## src/rtl/cassette_save_if.sv

```systemverilog
// Bus bundle for cassette_save: RAM read port and the byte output stream.
//   mem_addr  - RAM byte address being read
//   mem_rd    - read strobe; mem_din is valid on the following cycle
//   mem_din   - RAM read data
//   out_data  - file byte presented to the sink
//   out_valid - out_data is valid
//   out_ready - sink accepts out_data on a cycle with out_valid high
//   out_addr  - byte offset of out_data within the file
// Modports: master = cassette_save side, slave = RAM/sink side.
interface cassette_save_if;
   logic [15:0] mem_addr;
   logic        mem_rd;
   logic [7:0]  mem_din;
   logic [7:0]  out_data;
   logic        out_valid;
   logic        out_ready;
   logic [24:0] out_addr;

   modport master (
      output mem_addr, mem_rd, out_data, out_valid, out_addr,
      input  mem_din, out_ready
   );

   modport slave (
      input  mem_addr, mem_rd, out_data, out_valid, out_addr,
      output mem_din, out_ready
   );
endinterface

```

## src/rtl/cassette_save.sv

```systemverilog
// cassette_save: streams a TAP-style cassette file built from a header and a RAM range.
// Ports:
//   clk, reset_n         - clock, asynchronous active-low reset
//   start, abort         - begin a save (sampled in idle) / return to idle at once
//   file_type, autorun   - header type byte and autorun flag (latched at start)
//   start_addr, end_addr - inclusive RAM range to save (latched at start)
//   file_name            - 8 characters, char 0 in [63:56] (only with CASSETTE_SAVE_NAME_EN)
//   busy, done, error    - status: transfer active / 1-cycle completion / 1-cycle bad range
//   bus                  - RAM read port and output byte stream (cassette_save_if.master)
// Build option: define CASSETTE_SAVE_NAME_EN to add the file_name port and the name field.
module cassette_save (
   input  logic               clk,
   input  logic               reset_n,
   input  logic               start,
   input  logic               abort,
   input  logic [7:0]         file_type,
   input  logic               autorun,
   input  logic [15:0]        start_addr,
   input  logic [15:0]        end_addr,
`ifdef CASSETTE_SAVE_NAME_EN
   input  logic [63:0]        file_name,
`endif
   output logic               busy,
   output logic               done,
   output logic               error,
   cassette_save_if.master    bus
);

   // StName is only reachable when the name field is built in.
   typedef enum logic [2:0] {
      StIdle, StHeader, StName, StFetch, StWait, StSend, StDone
   } state_e;

`ifdef CASSETTE_SAVE_NAME_EN
   localparam logic [3:0] LastHdr = 4'd12;  // name field follows the fixed header
`else
   localparam logic [3:0] LastHdr = 4'd13;  // offset 13 is the name terminator
`endif

   state_e      state_q, state_d;
   logic [3:0]  idx_q;
   logic [7:0]  type_q;
   logic        auto_q;
   logic [15:0] start_q, end_q, ptr_q;
   logic [16:0] cnt_q;                      // 17 bits so a full 64K range fits
   logic [7:0]  data_q;
   logic [24:0] addr_q;
   logic        error_q;
`ifdef CASSETTE_SAVE_NAME_EN
   logic [63:0] name_q;                     // shifted left per char; zeros fill in
`endif

   logic [7:0]  hdr_byte;
   logic [7:0]  out_data;
   logic        out_valid, mem_rd, accept;

   always_comb begin
      hdr_byte = 8'h00;
      case (idx_q)
         4'd0, 4'd1, 4'd2: hdr_byte = 8'h16;
         4'd3:             hdr_byte = 8'h24;
         4'd6:             hdr_byte = type_q;
         4'd7:             hdr_byte = auto_q ? 8'hC7 : 8'h00;
         4'd8:             hdr_byte = end_q[15:8];
         4'd9:             hdr_byte = end_q[7:0];
         4'd10:            hdr_byte = start_q[15:8];
         4'd11:            hdr_byte = start_q[7:0];
         default:          hdr_byte = 8'h00;
      endcase
   end

   always_comb begin
      state_d   = state_q;
      out_valid = 1'b0;
      out_data  = 8'h00;
      mem_rd    = 1'b0;
      busy      = 1'b0;
      done      = 1'b0;
      case (state_q)
         StIdle: begin
            if (start && (end_addr >= start_addr)) state_d = StHeader;
         end
         StHeader: begin
            busy      = 1'b1;
            out_valid = 1'b1;
            out_data  = hdr_byte;
            if (bus.out_ready && (idx_q == LastHdr)) begin
`ifdef CASSETTE_SAVE_NAME_EN
               state_d = StName;
`else
               state_d = StFetch;
`endif
            end
         end
`ifdef CASSETTE_SAVE_NAME_EN
         StName: begin
            busy      = 1'b1;
            out_valid = 1'b1;
            out_data  = name_q[63:56];      // a zero here is the terminator
            if (bus.out_ready && (name_q[63:56] == 8'h00)) state_d = StFetch;
         end
`endif
         StFetch: begin
            busy    = 1'b1;
            mem_rd  = 1'b1;
            state_d = StWait;
         end
         StWait: begin
            busy    = 1'b1;
            state_d = StSend;
         end
         StSend: begin
            busy      = 1'b1;
            out_valid = 1'b1;
            out_data  = data_q;
            if (bus.out_ready) state_d = (cnt_q == 17'd1) ? StDone : StFetch;
         end
         StDone: begin
            done    = 1'b1;
            state_d = StIdle;
         end
         default: state_d = StIdle;
      endcase
      if (abort) state_d = StIdle;
   end

   assign accept        = out_valid && bus.out_ready;
   assign error         = error_q;
   assign bus.out_valid = out_valid;
   assign bus.out_data  = out_data;
   assign bus.out_addr  = addr_q;
   assign bus.mem_rd    = mem_rd;
   assign bus.mem_addr  = ptr_q;

   always_ff @(posedge clk or negedge reset_n) begin
      if (!reset_n) begin
         state_q <= StIdle;
         idx_q   <= 4'd0;
         type_q  <= 8'h00;
         auto_q  <= 1'b0;
         start_q <= 16'h0000;
         end_q   <= 16'h0000;
         ptr_q   <= 16'h0000;
         cnt_q   <= 17'd0;
         data_q  <= 8'h00;
         addr_q  <= 25'd0;
         error_q <= 1'b0;
`ifdef CASSETTE_SAVE_NAME_EN
         name_q  <= 64'd0;
`endif
      end else begin
         state_q <= state_d;
         error_q <= 1'b0;
         if (!abort) begin
            if (accept) addr_q <= addr_q + 25'd1;
            case (state_q)
               StIdle: begin
                  if (start) begin
                     if (end_addr >= start_addr) begin
                        type_q  <= file_type;
                        auto_q  <= autorun;
                        start_q <= start_addr;
                        end_q   <= end_addr;
                        ptr_q   <= start_addr;
                        cnt_q   <= {1'b0, end_addr} - {1'b0, start_addr} + 17'd1;
                        idx_q   <= 4'd0;
                        addr_q  <= 25'd0;
`ifdef CASSETTE_SAVE_NAME_EN
                        name_q  <= file_name;
`endif
                     end else begin
                        error_q <= 1'b1;
                     end
                  end
               end
               StHeader: if (accept) idx_q <= idx_q + 4'd1;
`ifdef CASSETTE_SAVE_NAME_EN
               StName:   if (accept) name_q <= {name_q[55:0], 8'h00};
`endif
               StWait:   data_q <= bus.mem_din;
               StSend: begin
                  // Pointer may wrap past 0xFFFF; cnt_q alone decides when to stop.
                  if (accept) begin
                     cnt_q <= cnt_q - 17'd1;
                     ptr_q <= ptr_q + 16'd1;
                  end
               end
               default: ;
            endcase
         end
      end
   end

endmodule

```

## src/flat_wrapper.sv

```systemverilog
// flat-port wrapper written by rule: the top's interface ports become plain ports
module cassette_save_flat 
  (clk, reset_n, start, abort, file_type, autorun, start_addr, end_addr, busy, done, error, bus_mem_addr, bus_mem_rd, bus_out_data, bus_out_valid, bus_out_addr, bus_mem_din, bus_out_ready);
  cassette_save_if bus_i ();
  input  logic clk;
  input  logic reset_n;
  input  logic start;
  input  logic abort;
  input  logic [7:0] file_type;
  input  logic autorun;
  input  logic [15:0] start_addr;
  input  logic [15:0] end_addr;
  output logic busy;
  output logic done;
  output logic error;
  output wire logic [$bits(bus_i.mem_addr)-1:0] bus_mem_addr;
  output wire logic [$bits(bus_i.mem_rd)-1:0] bus_mem_rd;
  output wire logic [$bits(bus_i.out_data)-1:0] bus_out_data;
  output wire logic [$bits(bus_i.out_valid)-1:0] bus_out_valid;
  output wire logic [$bits(bus_i.out_addr)-1:0] bus_out_addr;
  input wire logic [$bits(bus_i.mem_din)-1:0] bus_mem_din;
  input wire logic [$bits(bus_i.out_ready)-1:0] bus_out_ready;
  assign bus_mem_addr = bus_i.mem_addr;
  assign bus_mem_rd = bus_i.mem_rd;
  assign bus_out_data = bus_i.out_data;
  assign bus_out_valid = bus_i.out_valid;
  assign bus_out_addr = bus_i.out_addr;
  assign bus_i.mem_din = bus_mem_din;
  assign bus_i.out_ready = bus_out_ready;
  cassette_save u_core (.clk(clk), .reset_n(reset_n), .start(start), .abort(abort), .file_type(file_type), .autorun(autorun), .start_addr(start_addr), .end_addr(end_addr), .busy(busy), .done(done), .error(error), .bus(bus_i));
endmodule
```

## config.mk

```make
export PLATFORM = sky130hd
export DESIGN_NAME = cassette_save_flat
export DESIGN_NICKNAME = d
export VERILOG_FILES = /design/src/rtl/cassette_save_if.sv /design/src/rtl/cassette_save.sv /design/src/flat_wrapper.sv
export SDC_FILE = /design/constraint.sdc
export NUM_CORES = 1
export LEC_CHECK = 0
export CAP_MARGIN = 20
export CELL_PAD_IN_SITES_DETAIL_PLACEMENT = 1
export CELL_PAD_IN_SITES_GLOBAL_PLACEMENT = 1
export CORE_MARGIN = 1.5
export CORE_UTILIZATION = 39
export DETAILED_ROUTE_END_ITERATION = 6
export PLACE_DENSITY = 0.77
export SLEW_MARGIN = 40
export SYNTH_ARGS = -nofsm -noshare
export SYNTH_HDL_FRONTEND = slang
export SYNTH_SLANG_ARGS = --single-unit
```

## constraint.sdc

```tcl
create_clock -name clk -period 1.98 [get_ports clk]
set_input_delay 0.495 -clock clk [delete_from_list [all_inputs] [get_ports clk]]
set_output_delay 0.495 -clock clk [all_outputs]
set_load 0.01 [all_outputs]
```

=== After elaboration in Yosys (flattened, before gate mapping) ===
Cells that the tools add are included.

* Add/sub/neg operators: 6
* $lt $le $gt $ge: 1
* Equal/unequal tests: 23
* Mux-type cells: 33
* Bitwise operators: 1
* Reduce and logical (&&, ||, !) cells: 15

{| class="wikitable"
|+ Operator list
! cell !! count
|-
| 25-bit 2-to-1 mux || 4
|-
| 8-bit one-hot mux with 8 select lines || 1
|-
| 17-bit 2-to-1 mux || 3
|-
| 16-bit 2-to-1 mux || 3
|-
| 17-bit one-hot mux with 2 select lines || 1
|-
| 16-bit one-hot mux with 2 select lines || 1
|-
| 25-bit by 1-bit adder with 25-bit output, second input constant || 1
|-
| 4-bit equality test, second input constant || 5
|-
| 17-bit by 1-bit adder with 17-bit output, second input constant || 1
|-
| 17-bit by 1-bit equality test with 1-bit output, second input constant || 1
|-
| 16-bit by 16-bit subtractor with 17-bit output || 1
|-
| 17-bit by 1-bit subtractor with 17-bit output, second input constant || 1
|-
| 16-bit by 1-bit adder with 16-bit output, second input constant || 1
|-
| 16-bit >= comparator || 1
|-
| 8-bit one-hot mux with 2 select lines || 1
|-
| 3-bit 2-to-1 mux || 5
|-
| 3-bit one-hot mux with 5 select lines || 1
|-
| 4-bit 2-to-1 mux || 3
|-
| 5-bit AND reduction || 2
|-
| 3-bit equality test, second input constant || 3
|-
| 4-bit by 2-bit equality test with 1-bit output, second input constant || 2
|-
| 4-bit by 3-bit equality test with 1-bit output, second input constant || 2
|-
| 1-bit 2-to-1 mux || 8
|-
| 8-bit 2-to-1 mux || 1
|-
| 20 further kinds || 26
|}

* Bits in registers: 115
* Output and inout bits: 54
* Word-level logic and storage cells: 90

=== Depth between registers and ports, before layout ===
Gate-level depths: netlist of the first run.

* Depth after elaboration: 8
* Mapped depth: 13

=== Least setup slack after synthesis of the first run ===
OpenSTA, ideal clock, no wires.

* Kind: in2reg
* Start point: in start_addr[1]
* End point: reg u_core.cnt_q[15]
* Library setup time: 0.122 ns
* Arrival time: 2.502 ns
* Path slack: -0.644 ns
* Stages on the path: 13
* Path through: inv_1 > ha_1 > inv_1 > ha_1 > inv_1 > fa_1 > nor2b_1 > o31a_1 > o211ai_1 > nand2_1 > mux2i_1 > nand3_1 > a32o_1

* Cells in the longest elaborated chain, start to end: 5
* Elaborated cells on any way between the ends: 8
* Those cells by class: add/sub: 2; order compare: 1; eq/ne: 1; mux: 3; reduce/logical: 1

{| class="wikitable"
|+ Ends and longest elaborated chain
! element !! RTL line !! source
|-
| start: declaration || flat_wrapper.sv:11 || <nowiki>input logic [15:0] start_addr;</nowiki>
|-
| 16-bit by 16-bit subtractor with 17-bit output || cassette_save.sv:165 || <nowiki>cnt_q <= {1'b0, end_addr} - {1'b0, start_addr} + 17'd1;</nowiki>
|-
| 17-bit by 1-bit adder with 17-bit output || cassette_save.sv:165 ||
|-
| 17-bit 2-to-1 mux || cassette_save.sv:159 || <nowiki>if (end_addr >= start_addr) begin</nowiki>
|-
| 17-bit 2-to-1 mux || cassette_save.sv:158 || <nowiki>if (start) begin</nowiki>
|-
| 17-bit one-hot mux with 2 select lines || cassette_save.sv:156 || <nowiki>case (state_q)</nowiki>
|-
| end signal: assignment || cassette_save.sv:165 ||
|-
| end signal: assignment || cassette_save.sv:184 || <nowiki>cnt_q <= cnt_q - 17'd1;</nowiki>
|-
| end: declaration || cassette_save.sv:45 || <nowiki>logic [16:0] cnt_q;</nowiki>
|}

Parallel ways exist; a longest one is shown, timed or not. The select of a mux whose other input is x is not followed.
A chain may end at the register's enable or synchronous reset.

=== Worst setup path in the final report of the first run ===
* Start point: reg u_core.idx_q[1]
* End point: out bus_out_data[1]

* Cells in the longest elaborated chain, start to end: 4
* Elaborated cells on any way between the ends: 13
* Those cells by class: eq/ne: 9; mux: 2; reduce/logical: 2

{| class="wikitable"
|+ Ends and longest elaborated chain
! element !! RTL line !! source
|-
| start: declaration || cassette_save.sv:41 || <nowiki>logic [3:0] idx_q;</nowiki>
|-
| start signal: assignment || cassette_save.sv:176 || <nowiki>StHeader: if (accept) idx_q <= idx_q + 4'd1;</nowiki>
|-
| 4-bit by 1-bit equality test with 1-bit output (tied with other cells) || cassette_save.sv:59 || <nowiki>case (idx_q)</nowiki>
|-
| 3-bit OR reduction || cassette_save.sv:59 ||
|-
| 8-bit one-hot mux with 8 select lines * || cassette_save.sv:59 ||
|-
| 8-bit one-hot mux with 2 select lines * || cassette_save.sv:79 || <nowiki>case (state_q)</nowiki>
|-
| end: declaration || flat_wrapper.sv:18 || <nowiki>output wire logic [$bits(bus_i.out_data)-1:0] bus_out_data;</nowiki>
|}

Mark *: on every way between the ends. The rest lies on a longest branch, timed or not.

==> summary.txt, run 1 <==
outcome -> complete, but fails checks
failing checks -> design-rule violations, negative hold slack, negative setup slack
DR iter-0 viols -> 1251
die area -> 20200 µm²
Hold Vio Cnt, Final -> 5
Hold Path Class -> in2async
largest net degree at the start of global routing -> 41
Multi-input gate area -> 5690 µm²
num rows -> 50
Post-synth top flop -> dfrtp_1
hold_ws -> -3.96 ps
DRC Markers -> 7
Post-Syn Area -> 7540 µm²
grt met3 use -> 11.6%
grt peak-use layer -> met2
H-tree lvl count -> 4
DR WL/cell -> 38.5 µm
clock root buffer -> clkbuf_16
Worst-Margin Slew -> 1220 ps
Die Ht -> 142 µm
global-route wire length before repair -> 63.5 mm
Clk pin slew, worst setup/hold paths -> 70 ps
Worst slew margin -> 17.7%
Skew-Pair Late Insertion Delay -> 470 ps
share of the synthesized area in the top cell type -> 38.2%
clk buf depth -> 2
non-filler instance count after layout -> 1388
Worst Clk Skew -> 12.0 ps
Post-synth EDFFs -> 0
Async SR Flop Fraction -> 100%
Place WS -> -1360 ps
# fillers -> 1894
synthesized instance count -> 783
register bit total from synthesis -> 115
worst setup margin -> -1310 ps
port bufs -> 107
Initial DRT Pass Iterations -> 7
initial core utilization -> 40.0%
Avg Cell Area, Syn -> 9.63 µm²
CP endpoint kind -> output port
Detail Route Antenna Nets -> 0
core area -> 18800 µm²
fin. max-slew vios -> 0
GRT Residual Overflow -> 0
R2R Setup Slk -> -570 ps
synth unique cells -> 75
Data arrival, critical path -> 2800 ps
Placed Instances -> 1277
Setup CP Type -> reg2out
FF-to-FF path depth -> 6
total CTS buffers -> 17
Worst Path Max Fanout -> 7
final worst path period need -> 3290 ps
RePlAce Congestion -> 0.877
RR Startpoint -> u_core.cnt_q[3]$_DFFE_PN0P_
Worst EP required -> 1480 ps
Final HPWL DP -> 19.7 mm
Clock Sinks -> 115
GRT met1 Usage -> 49.2%
TNS Setup -> -82090 ps
endpoints failing setup -> 121
startpoint class of the critical path -> register
via count -> 9785
maxcap violations -> 0
share of layout cells above drive strength 1 -> 55.0%
Leakage -> 0.00556 µW
Total GRT Usage -> 43.3%
Layout area overhead -> 71.4%
I/O pin count -> 108
nets@finish -> 1220
Ys Warns -> 0
fmax -> 0.304 GHz
GR Util met2 -> 71.4%
Seq/Total Area, Yosys -> 38.2%
Sequential cell area -> 2900 µm²
RSZ-0062 raised after global routing -> true
vias in the first global route -> 9693
Power Density -> 1170 nW/µm²
CTS tree -> done
R2R Path End -> u_core.cnt_q[15]$_DFFE_PN0P_
Tcrit/Tclk final -> 166%
routed vias/inst -> 7.05
die width -> 142 µm
cell taking the most area after synthesis -> dfrtp_1
Final Total Pwr -> 15100 µW
initial antenna violation count -> 2
Max IR drop VDD -> 0.972 mV
Synth area leaders -> dfrtp_1 (38%), ha_1 (6.8%), a21oi_1 (4.1%), mux2_4 (4.0%), mux2_2 (3.9%)
hold buffer count at cts -> 0
DRT Wirelength -> 53.5 mm
Synth Net Count -> 886
==> kinds of logic after synthesis <==
logic type / after synthesis / synth area share [%]
AO/OA/AOI/OAI: 218 / 18.4
XOR/XNOR: 28 / 3.25
adder cells (fa/ha/maj): 49 / 8.93
buffers and inverters: 79 / 4.98
flip-flops: 115 / 38.2
multiplexers: 54 / 8.98
AND/OR/NAND/NOR: 240 / 17.2
==> flip-flops by register name, indices dropped and copies added (netlist names) <==
register,flops
u_core.type_q,8
u_core.end_q,16
u_core.error,1
u_core.cnt_q,17
u_core.idx_q,4
u_core.bus.mem_addr,16
u_core.auto_q,1
u_core.bus.out_addr,25
u_core.start_q,16
u_core.state_q,3
u_core.data_q,8
==> worst max path at each step <==
stage                                 from                      endpoint  slack, ps  depth (start not counted)
5_1_grt        u_core.idx_q[1]$_DFFE_PN0P_               bus_out_data[1]      -1280                         10
4_1_cts        u_core.idx_q[1]$_DFFE_PN0P_               bus_out_data[0]       -840                          9
6_report       u_core.idx_q[1]$_DFFE_PN0P_               bus_out_data[1]      -1310                         10
3_5_place_dp                 start_addr[1]  u_core.cnt_q[15]$_DFFE_PN0P_      -1360                         14
2_1_floorplan                start_addr[1]  u_core.cnt_q[15]$_DFFE_PN0P_       -480                         13
3_3_place_gp                 start_addr[1]  u_core.cnt_q[15]$_DFFE_PN0P_      -1230                         14
==> layout make-up <==
| class | instances | share of cell area, % |
|---|---|---|
| diodes | 1 | 0.0194 |
| clock buffers | 21 | 3.72 |
| clock inverters | 8 | 0.804 |
| inverters | 39 | 1.53 |
| multi-input cells | 596 | 44.0 |
| flip-flops and latches | 115 | 22.5 |
| well taps | 260 | 2.52 |
| repair buffers | 348 | 24.9 |
==> routing by layer <==
layer	up-vias	part of all wire, %
li1	3501	-
met1	4766	32
met2	979	43
met3	537	13
met4	2	12
met5	-	0.024
==> layout by cell type, fill, tap and decap left out, types with 21 or more instances in the layout <==
cell type,n
a21oi_2,39
buf_4,193
nor2_4,26
ha_4,22
a21oi_1,22
dfrtp_2,21
clkdlybuf4s50_1,57
o21ai_0,25
mux2_4,38
dfrtp_1,94
nor2_1,37
nand2_1,52
buf_6,43
nand3_1,26
==> timing repair <==
action	CTS	global route
setup buffers	42	36
setup endpoints to repair	124	134
endpoints found under the hold margin	0	0
gates cloned	15	0
resized for setup	399	149
pin swaps	83	65
==> critical path, stage by stage (launching register included) <==
cell and delay [ps]:
dfrtp_2 460, buf_4 170, ha_4 220, buf_6 150, a22oi_2 250, a211oi_2 140, a21oi_2 200, o211ai_1 140
a22oi_2 300, nor2_1 120, buf_2 160
==> synth_stat cells, drive strengths merged, types with 6 or more instances <==
cell and number:
nor2b 9, clkbuf 18, a22oi 9, buf 22
nor2 66, nand2b 9, o22ai 16, fa 8
nand4 9, o21ai 57, xor2 16, nand3 28
xnor2 12, nand2 61, and3 10, a31oi 10
a21oi 72, a22o 12, mux2 49, dfrtp 115
nor3 14, a211oi 7, inv 39, ha 41
or3 6
==> per-stage QoR <==
stage / area [µm²] / util [%] / hold WS (ps)
after global routing: 12900 / 68.6 / 19.2
after detailed placement: 10400 / 55.1 / 478
after global placement: 10400 / 55.1 / 470
final: 12900 / 68.6 / -3.96
after floorplan: 8010 / - / 199
after CTS: 12300 / 65.2 / 28.9
==> power breakdown <==
group / internal, µW / switching [µW] / total [µW]
combinational: 3520 / 3720 / 7240
clock: 1960 / 1360 / 3320
sequential: 3240 / 1350 / 4590
total: 8720 / 6430 / 15100
Power figures use the tool's default switching activity.
==> run 2: changes to the inputs <==
--- a/config.mk
+++ b/config.mk
@@ -8,10 +8,11 @@
 export CAP_MARGIN = 20
 export CELL_PAD_IN_SITES_DETAIL_PLACEMENT = 1
 export CELL_PAD_IN_SITES_GLOBAL_PLACEMENT = 1
-export CORE_MARGIN = 1.5
-export CORE_UTILIZATION = 39
+export CORE_MARGIN = 2
+export CORE_UTILIZATION = 45
 export DETAILED_ROUTE_END_ITERATION = 6
-export PLACE_DENSITY = 0.77
+export DONT_BUFFER_PORTS = 1
+export PLACE_DENSITY = 0.76
 export SLEW_MARGIN = 40
 export SYNTH_ARGS = -nofsm -noshare
 export SYNTH_HDL_FRONTEND = slang
==> summary.txt, run 2 (same netlist as run 1, synthesis figures left out) <==
port bufs -> 0
TNS Setup -> -58320 ps
Hold Path Class -> in2async
core area -> 16500 µm²
H-tree lvl count -> 4
Logic pwr share -> 43.0%
largest net degree at the start of global routing -> 116
most frequent cells in the layout -> buf_4 (137), dfrtp_1 (112), nand2_1 (57)
Worst EP required -> 1480 ps
initial core utilization -> 45.8%
total CTS buffers -> 17
Int Pwr -> 7950 µW
Max IR drop VDD -> 0.810 mV
CTS tree -> done
Skew-Pair Late Insertion Delay -> 450 ps
maxcap violations -> 0
DRC Markers -> 3
Hold Vio Cnt, Final -> 115
number of buffers and inverters on the critical path -> 2
GRT Residual Overflow -> 0
global-route wire length before repair -> 52.4 mm
DR WL/cell -> 37.1 µm
RSZ-0062 raised after global routing -> true
Place WS -> -757 ps
Worst-Margin Slew -> 683 ps
Setup CP Type -> reg2out
failing checks -> design-rule violations, negative hold slack, negative setup slack
outcome -> complete, but fails checks
Clk pin slew, worst setup/hold paths -> 70 ps
fin. max-slew vios -> 0
Power Density -> 1220 nW/µm²
final worst path period need -> 3000 ps
slowest stage cell, crit path -> dfrtp_2
num rows -> 47
Top delay family on crit path -> compound AO/OA/AOI/OAI gates
via count -> 8656
endpoints failing setup -> 115
Sw Ratio -> 41.8%
max FFs per register -> 25
Critical Path Source -> u_core.idx_q[1]$_DFFE_PN0P_
Data arrival, critical path -> 2500 ps
Psw -> 5720 µW
I/O pin count -> 108
cells along the critical path -> inv_2, ha_4, buf_4, nor4_4, a211oi_2, a21oi_1, o211ai_1, a22oi_2, nor2_2
nets@finish -> 1049
Worst slew margin -> 54.4%
Die Ht -> 133 µm
RePlAce Congestion -> 0.903
Clock Sinks -> 115
share of layout cells above drive strength 1 -> 49.4%
n_diodes -> 0
routed vias/inst -> 7.35
vias in the first global route -> 8650
clock root buffer -> clkbuf_16
Worst Clk Skew -> 12.6 ps
Initial DRT Pass Iterations -> 7
Final Total Pwr -> 13700 µW
Layout area overhead -> 48.0%
RR Startpoint -> u_core.bus.mem_addr[1]$_DFFE_PN0P_
die area -> 17800 µm²
startpoint class of the critical path -> register
DRT Wirelength -> 43.8 mm
fmax -> 0.334 GHz
Total GRT Usage -> 39.3%
clk buf depth -> 2
Leakage -> 0.00473 µW
initial antenna violation count -> 1
CP endpoint kind -> output port
hold_ws -> -264 ps
share of total power in the clock network -> 23.6%
sequential power share -> 33.4%
Final HPWL DP -> 18.0 mm
Worst Path Max Fanout -> 4
Detail Route Antenna Nets -> 0
max incr delay on CP -> 430 ps
DR iter-0 viols -> 1124
die width -> 133 µm
Tcrit/Tclk final -> 151%
worst setup margin -> -1020 ps
commonest non-fill, non-tap cell in the layout -> buf_4
-- run 2: cell types whose count changed in the layout (fill, tap and decap cells not counted), sizes merged, moves of 2 or more --
cell | previous run | this run
buf | 280 | 176
clkinvlp | 5 | 7
dlygate4sd2 | 2 | 0
clkdlybuf4s50 | 57 | 0
clkdlybuf4s15 | 3 | 0
dlymetal6s2s | 3 | 0
inv | 38 | 36
-- run 2: worst paths after layout --
path	endpoint	slack, ps	cells after the start
hold / removal	u_core.bus.mem_addr[8]$_DFFE_PN0P_	-260	0
hold reg to reg	u_core.cnt_q[14]$_DFFE_PN0P_	510	2
min in group clk	u_core.state_q[2]$_DFFE_PN0P_	110	1
setup / recovery	bus_out_data[1]	-1020	9
setup reg to reg	u_core.bus.mem_addr[13]$_DFFE_PN0P_	-790	7
max in group asynchronous	u_core.idx_q[1]$_DFFE_PN0P_	2080	0
-- run 2: layer usage --
| layer | share of wire (%) | GRT usage, % | routed length, µm | up-vias |
|---|---|---|---|---|
| met5 | 0.11 | 0 | 49 | - |
| met4 | 11 | 24.8 | 4670 | 4 |
| met3 | 12 | 12.5 | 5120 | 408 |
| met2 | 45 | 67.4 | 19700 | 849 |
| met1 | 33 | 42.1 | 14200 | 4218 |
| li1 | - | - | - | 3177 |
-- run 2: final cells by class --
| class | instances | area, µm² |
|---|---|---|
| Sequential cell | 115 | 2880 |
| Inverter | 39 | 203 |
| Timing Repair Buffer | 177 | 1730 |
| Fill cell | 1641 | 5310 |
| Tap cell | 220 | 275 |
| Clock inverter | 9 | 105 |
| Clock buffer | 22 | 474 |
| Multi-Input combinational cell | 596 | 5490 |
-- run 2: repair_timing --
action | CTS | global route
pin swaps | 30 | 47
cloned | 18 | 2
setup buffers | 17 | 41
hold endpoints to repair | 115 | 115
resized for setup | 107 | 140
setup endpoints to repair | 107 | 116
-- run 2: metrics by stage --
| step | cell area [µm²] | util (%) | hold slack [ps] | instances |
|---|---|---|---|---|
| after global routing | 11200 | 67.8 | -262 | 1178 |
| after detailed placement | 8890 | 54.0 | 208 | 1084 |
| after CTS | 10400 | 63.2 | -243 | 1150 |
| final | 11200 | 67.8 | -264 | 1178 |
| after floorplan | 8010 | - | 199 | 783 |
| after global placement | 8890 | 54.0 | 208 | 1084 |
-- run 2: power by group through the flow --
| stage | combinational [µW] | sequential (µW) | clock [µW] |
|---|---|---|---|
| after CTS | 4440 | 4200 | 3080 |
| after detailed placement | 3750 | 4180 | 0 |
| final | 5880 | 4570 | 3220 |
| after global placement | 3540 | 4100 | 0 |
| after floorplan | 2650 | 3880 | 0 |
| after global routing | 6000 | 4530 | 3260 |
